===== src/rtl/riscv_pkg.sv =====
// ---------------------------------------------------------------------------
// riscv_pkg
// Shared constants and types for the 5-stage RISC-V pipeline.
//   NOP_INSTR        : canonical bubble instruction (addi x0,x0,0)
//   INSTR_BYTES      : byte distance between consecutive instructions
//   DEFAULT_RESET_PC : PC value loaded on reset unless overridden
//   ifid_action_e    : what the IF/ID register does on a given edge
// ---------------------------------------------------------------------------
package riscv_pkg;

    localparam logic [31:0] NOP_INSTR        = 32'h0000_0013;
    localparam int          INSTR_BYTES      = 4;
    localparam logic [31:0] DEFAULT_RESET_PC = 32'h0000_0000;

    typedef enum logic [1:0] {
        IFID_LOAD   = 2'd0,
        IFID_HOLD   = 2'd1,
        IFID_BUBBLE = 2'd2
    } ifid_action_e;

endpackage


===== src/rtl/pc_reg.sv =====
// ---------------------------------------------------------------------------
// pc_reg
// Program counter register with next-PC selection.
// Ports:
//   clk, rst     : clock and asynchronous active-high reset
//   stall_f      : hold the PC (ignored when a redirect is requested)
//   pc_src_e     : redirect request from Execute
//   pc_target_e  : redirect target (bit 0 is forced to zero)
//   pc           : current PC (registered)
//   pc_plus4     : current PC + 4, modulo 2^ADDR_WIDTH
// ---------------------------------------------------------------------------
module pc_reg
    import riscv_pkg::*;
#(
    parameter int                    ADDR_WIDTH = 32,
    parameter logic [ADDR_WIDTH-1:0] RESET_PC   = '0
) (
    input  logic                  clk,
    input  logic                  rst,
    input  logic                  stall_f,
    input  logic                  pc_src_e,
    input  logic [ADDR_WIDTH-1:0] pc_target_e,
    output logic [ADDR_WIDTH-1:0] pc,
    output logic [ADDR_WIDTH-1:0] pc_plus4
);

    localparam logic [ADDR_WIDTH-1:0] STEP     = ADDR_WIDTH'(INSTR_BYTES);
    localparam logic [ADDR_WIDTH-1:0] LSB_MASK = {{(ADDR_WIDTH-1){1'b1}}, 1'b0};

    logic [ADDR_WIDTH-1:0] next_pc;
    logic                  pc_en;

    assign pc_plus4 = pc + STEP;

    // A redirect overrides a stall: the branch resolution must not be lost
    // while the front end is held. Targets always have bit 0 cleared (jalr).
    always_comb begin
        next_pc = pc_plus4;
        pc_en   = ~stall_f | pc_src_e;
        if (pc_src_e) begin
            next_pc = pc_target_e & LSB_MASK;
        end
    end

    always_ff @(posedge clk or posedge rst) begin
        if (rst) begin
            pc <= RESET_PC;
        end else if (pc_en) begin
            pc <= next_pc;
        end
    end

endmodule


===== src/rtl/fetch_stage.sv =====
// ---------------------------------------------------------------------------
// fetch_stage
// Instruction-fetch stage: owns the PC, drives the combinational instruction
// memory and captures the returned word into the IF/ID pipeline register.
// Ports:
//   clk, rst      : clock and asynchronous active-high reset
//   stall_f       : hold PC and IF/ID (load-use hazard)
//   flush_d       : replace IF/ID with a bubble (wins over stall_f)
//   pc_src_e      : redirect request from Execute; pc_target_e is the target
//   imem_addr     : byte address to instruction memory (= PC register)
//   imem_rdata    : instruction word returned for imem_addr
//   instr_d, pc_d, pc_plus4_d, valid_d : IF/ID register contents
//   misalign_f    : sticky flag, set by a redirect target with bit 1 set
//   fetch_count   : number of real instructions loaded into IF/ID
// ---------------------------------------------------------------------------
module fetch_stage
    import riscv_pkg::*;
#(
    parameter int                    ADDR_WIDTH = 32,
    parameter int                    INST_WIDTH = 32,
    parameter logic [ADDR_WIDTH-1:0] RESET_PC   = ADDR_WIDTH'(DEFAULT_RESET_PC)
) (
    input  logic                  clk,
    input  logic                  rst,
    input  logic                  stall_f,
    input  logic                  flush_d,
    input  logic                  pc_src_e,
    input  logic [ADDR_WIDTH-1:0] pc_target_e,
    output logic [ADDR_WIDTH-1:0] imem_addr,
    input  logic [INST_WIDTH-1:0] imem_rdata,
    output logic [INST_WIDTH-1:0] instr_d,
    output logic [ADDR_WIDTH-1:0] pc_d,
    output logic [ADDR_WIDTH-1:0] pc_plus4_d,
    output logic                  valid_d,
    output logic                  misalign_f,
    output logic [31:0]           fetch_count
);

    localparam logic [INST_WIDTH-1:0] NOP = INST_WIDTH'(NOP_INSTR);

    logic [ADDR_WIDTH-1:0] pc;
    logic [ADDR_WIDTH-1:0] pc_plus4;
    ifid_action_e          ifid_action;

    pc_reg #(
        .ADDR_WIDTH (ADDR_WIDTH),
        .RESET_PC   (RESET_PC)
    ) u_pc_reg (
        .clk         (clk),
        .rst         (rst),
        .stall_f     (stall_f),
        .pc_src_e    (pc_src_e),
        .pc_target_e (pc_target_e),
        .pc          (pc),
        .pc_plus4    (pc_plus4)
    );

    assign imem_addr = pc;

    // IF/ID action: a flush beats a stall so a wrong-path word can never
    // linger in Decode behind a load-use hold.
    always_comb begin
        ifid_action = IFID_LOAD;
        if (flush_d) begin
            ifid_action = IFID_BUBBLE;
        end else if (stall_f) begin
            ifid_action = IFID_HOLD;
        end
    end

    always_ff @(posedge clk or posedge rst) begin
        if (rst) begin
            instr_d    <= NOP;
            pc_d       <= '0;
            pc_plus4_d <= '0;
            valid_d    <= 1'b0;
        end else begin
            case (ifid_action)
                IFID_BUBBLE: begin
                    instr_d    <= NOP;
                    pc_d       <= '0;
                    pc_plus4_d <= '0;
                    valid_d    <= 1'b0;
                end
                IFID_LOAD: begin
                    instr_d    <= imem_rdata;
                    pc_d       <= pc;
                    pc_plus4_d <= pc_plus4;
                    valid_d    <= 1'b1;
                end
                default: begin
                end
            endcase
        end
    end

    // Misalignment only looks at bit 1: bit 0 is discarded by the jalr rule,
    // so a target like 0x25 lands on a legal word address.
    always_ff @(posedge clk or posedge rst) begin
        if (rst) begin
            misalign_f <= 1'b0;
        end else if (pc_src_e && pc_target_e[1]) begin
            misalign_f <= 1'b1;
        end
    end

    // Counts real loads only; bubbles and held cycles are not fetches.
    always_ff @(posedge clk or posedge rst) begin
        if (rst) begin
            fetch_count <= '0;
        end else if (ifid_action == IFID_LOAD) begin
            fetch_count <= fetch_count + 32'd1;
        end
    end

endmodule


===== config.mk =====
export PLATFORM = sky130hd
export DESIGN_NAME = fetch_stage
export DESIGN_NICKNAME = d
export VERILOG_FILES = /design/src/rtl/riscv_pkg.sv /design/src/rtl/pc_reg.sv /design/src/rtl/fetch_stage.sv
export SDC_FILE = /design/constraint.sdc
export NUM_CORES = 1
export LEC_CHECK = 0
export ABC_AREA = 1
export BUFFER_PORTS_ARGS = -buffer_cell sky130_fd_sc_hd__buf_4
export CORE_ASPECT_RATIO = 1.2
export CORE_MARGIN = 2
export CORE_UTILIZATION = 50
export CTS_CLUSTER_SIZE = 30
export DETAILED_ROUTE_END_ITERATION = 8
export HOLD_SLACK_MARGIN = 0.06
export PLACE_DENSITY_LB_ADDON = 0.08
export SLEW_MARGIN = 20
export SYNTH_ARGS = -nofsm -noshare
export SYNTH_HDL_FRONTEND = slang
export SYNTH_SLANG_ARGS = --single-unit

===== constraint.sdc =====
create_clock -name clk -period 10.3 [get_ports clk]
set_input_delay 0.515 -clock clk [delete_from_list [all_inputs] [get_ports clk]]
set_output_delay 0.515 -clock clk [all_outputs]
set_load 0.1 [all_outputs]

After elaboration in Yosys (flattened, before gate mapping):

Index checks and enable logic that the tools add are counted.

* register bits: 162
* input bits: 69
* output and inout port bits: 162
* word-level logic and storage cells: 22

* reduce and logical (&&, ||, !) cells: 3
* equality and inequality tests: 1
* mux-type cells: 7
* bitwise logic cells: 2
* $add $sub $neg: 2

Operators by type and width (count)
* one-hot mux 32 bit (2 select lines): 3
* adder 32 x 1 -> 32 bit, second input constant: 1
* adder 32 x 3 -> 32 bit, second input constant: 1
* two-way mux 32 bit: 1
* == test 2 bit, second input constant: 1
* zero test 2 bit: 1
* two-way mux 2 bit: 1
* one-hot mux 1 bit (2 select lines): 1
* nonzero test 2 bit: 1
* logical AND 1 bit: 1
* two-way mux 1 bit: 1
* inverter 1 bit: 1
* OR 1 bit: 1

Depth between registers and ports, before layout:

* word-level depth: 4
* gate-level depth with buffers: 10
* mapped depth without buffers: 10

Hierarchy:

Synthesis repeated with hierarchy kept, for this count alone.

* cell total of the unflattened synthesis: 835
* area total of the unflattened synthesis: 7716.2 sq um

Modules (own cells, without submodules)
* fetch_stage: sequential area each 3256.9 sq um, area an instance 5318.9 sq um, instances 1, cells each 464
* pc_reg: sequential area each 775.7 sq um, area an instance 2397.3 sq um, instances 1, cells each 371

Worst setup path before layout:

No wires, ideal clock.

* path kind: reg2reg
* start: register fetch_count[0]
* end: register fetch_count[26]
* period minus slack after synthesis: 2.234 ns
* data arrival time: 2.111 ns
* slack: 8.066 ns
* required time: 10.177 ns
* path buffers: 0
* stages on the path, launching flop included: 9
* library setup time: 0.123 ns
* cells stage by stage: dfrtp_1 > ha_1 > nand3_1 > nor2_4 > nand3_2 > nor2_1 > nand3_1 > nand2_1 > nand2_1

* longest elaborated chain between the ends: 1

Ends and longest elaborated chain
* start: declaration: RTL line fetch_stage.sv:36 `output logic [31:0] fetch_count`
* start signal: assignment: RTL line fetch_stage.sv:112 `fetch_count <= fetch_count + 32'd1;`
* adder 32 x 1 -> 32 bit: RTL line fetch_stage.sv:112

No other way between the ends.
A chain may end at the register's enable or synchronous reset.

Worst setup path after layout:

* start: input pc_src_e
* end: register u_pc_reg.pc[9]

* longest elaborated chain between the ends: 1
* elaborated cells between the ends (all ways): 2
* those cells by class: 1 x mux; 1 x bitwise

Ends and longest elaborated chain
* start: declaration: RTL line fetch_stage.sv:27 `input logic pc_src_e,`
* two-way mux 32 bit or OR 1 bit (tied branches): RTL line pc_reg.sv:40, pc_reg.sv:39
* end signal: assignment: RTL line pc_reg.sv:49 `pc <= next_pc;`
* end: declaration: RTL line pc_reg.sv:23 `output logic [ADDR_WIDTH-1:0] pc,`

Parallel ways exist; a longest one is shown, timed or not.

==> impl_metrics.ini <==
[status]
outcome = finished clean

[die]
dieWidth_um = 116
die_h_um = 138
core_mm2 = 0.0148
initial_core_util_pct = 50.5
io_pins = 231
dieArea_mm2 = 0.0160
rows = 49

[synth]
async_flop_share_pct = 100
synth_area_leaders = dfrtp_1 (52%), nand2_1 (17%), inv_1 (4.6%)
synth_cells = 913
synth_edf_count = 0
synth_largest_area_cell = dfrtp_1
ys_ff_latch = 158
yosysMostFrequentCell = nand2_1
yosysTopAreaCellShare_pct = 51.7
yosysSeqAreaShare_pct = 52.8
ys.flop_type = dfrtp_1
yosysWarnings = 0
synth.avg_cell_area_um2 = 8.21
ys_top_cells_by_count = nand2_1 (339), dfrtp_1 (155), inv_1 (92)
syn_area_mm2 = 0.00750
synthDistinctLibCells = 29

[timing]
worstMarginPinSlew_ps = 941
fin_skew_ps = 8.01
hold_viol_final = 0
slew_headroom_pct = 37.2
fmax_mhz = 546
tns_ps = 0
maxSlewViolCount = 0
period_needed_ps = 1830
finalCritPeriodShare_pct = 17.8
setup_violations = 0
rsz0062_at_grt = false

[placed_design]
hpwl_mm = 14.5
dpl.cell_count = 1316
placed_area_mm2 = 0.00936
gp_congestion = 0.869
io_buffer_count = 226

[clock_network]
clk_pin_slew_ps = 70
clockBufferDepth = 2
cts_tree = done
cts_setup_buffers = 0
cts-htree-levels = 4
clkSinkCount = 158
clk_latency_ps = 440
cts_resized = 0
postCtsHoldBufs = 0
root_buffer = clkbuf_16
numCtsBuffers = 17

[worst_setup_path]
crit_fanout = 34
worstPathArrival_ps = 2140
cp.required_ps = 10610
cp-end-kind = register
critPathKind = input port to register
cp-start-kind = input port

[routing]
dr_total_vias = 6713
met2_length_mm = 10.5
met3WireLength_mm = 1.12
postRouteAntennaNets = 0
drt_first_pass_iters = 5
wl_per_cell_um = 15.3
drtIter0Drc = 467
highest_layer = met4
viasPerCell = 4.98
met1_length_mm = 8.34
drc = 0
drt-total-wl_mm = 20.6

[finish]
syn_to_final_growth_pct = 32.1
layout.cells.non_filler = 1348
fillers = 1297
final_util_pct = 66.7
num_antenna_cells = 0
fin_area_mm2 = 0.00990
top_regs = fetch_count: 32 flops, instr_d: 32 flops
multiInputGateArea_mm2 = 0.00308
nets = 1202
drive_above_1_share_pct = 25.7
seq_area_mm2 = 0.00396

[power_and_ir_drop]
p_leak_nw = 5.12
power.total_mw = 1.92
powerDensity_mw_per_mm2 = 194
max-vdd-ir-drop_mv = 0.108

[global_route]
grt_pass1_wl_mm = 33.3
grt_usage_pct = 26.7
overflow = 0
grt_pass1_vias = 6474
grt_max_degree = 93
antenna_found_initial = 0

[job]
max_cap_violations = 0

[min_path]
hold_class = input port to asynchronous set/reset pin
-- worst paths after layout --
kind                                            start                          end  slack [ps]  cells past startpoint
max in group asynchronous                         rst      instr_d[12]$_DFFE_PP0P_        8650                      3
max reg2reg                fetch_count[0]$_DFFE_PP0P_  fetch_count[26]$_DFFE_PP0P_        8530                      8
min                                               rst  fetch_count[20]$_DFFE_PP0P_         230                      2
min reg2reg                    misalign_f$_DFFE_PP0P_       misalign_f$_DFFE_PP0P_         470                      2
max                                          pc_src_e   u_pc_reg.pc[9]$_DFFE_PP0N_        8470                      5
min in group clk                              flush_d          valid_d$_DFFE_PP0P_         300                      2
-- power breakdown --
group | switching, mW | internal (mW) | total (mW)
Clock | 0.270 | 0.310 | 0.580
Combinational | 0.494 | 0.122 | 0.616
Sequential | 0.0536 | 0.670 | 0.724
Total | 0.818 | 1.10 | 1.92
-- cell usage in the layout, fill, tap and decap left out, types with 4 or more instances in the layout --
master      instances
o211ai_1            4
buf_4             229
nor2_2              9
nand3_1            36
clkbuf_16          17
nand2_1           339
nand4_1            14
o21bai_1            4
inv_6               5
nor2_4             11
a22o_1             33
and2_1              4
inv_1              91
nand3b_1            4
clkinvlp_4          5
o21ai_0            62
xnor2_1            10
nand2_2             5
xor2_1             20
dfrtp_1           155
nor2_1             62
-- metal layers --
metal,vias up,GRT usage (%)
met4,0,11.3
met3,42,6.88
li1,3314,-
met2,184,43.9
met5,-,0
met1,3173,33.3
-- stage by stage --
| stage | setup slack, ps | hold WS [ps] |
|---|---|---|
| detailed placement | 7850 | 455 |
| finish | 8470 | 234 |
| global placement | 7860 | 451 |
| floorplan | 5530 | 581 |
| CTS | 8280 | 285 |
| global route | 8360 | 290 |
-- area by class of cell --
type / count / area share, %
Sequential cell: 158 / 40.0
Multi-Input combinational cell: 632 / 31.1
Timing Repair Buffer: 229 / 17.4
Clock buffer: 17 / 4.30
Inverter: 93 / 3.58
Tap cell: 204 / 2.58
Clock inverter: 15 / 1.15
-- worst max-delay path, stage by stage --
cell and delay (ps):
buf_4 360, nor2_2 170, inv_1 660, o21ai_0 220, o21bai_1 200
-- logic make-up after synthesis --
group | count (synthesis) | synth area share [%]
AND/OR/NAND/NOR | 491 | 27.6
flip-flops | 158 | 52.8
buffers and inverters | 125 | 6.54
AO/OA/AOI/OAI | 106 | 9.14
XOR/XNOR | 30 | 3.50
adder cells (fa/ha/maj) | 2 | 0.334
other | 1 | 0.0500
No activity file was read; power rests on OpenSTA's default activity.
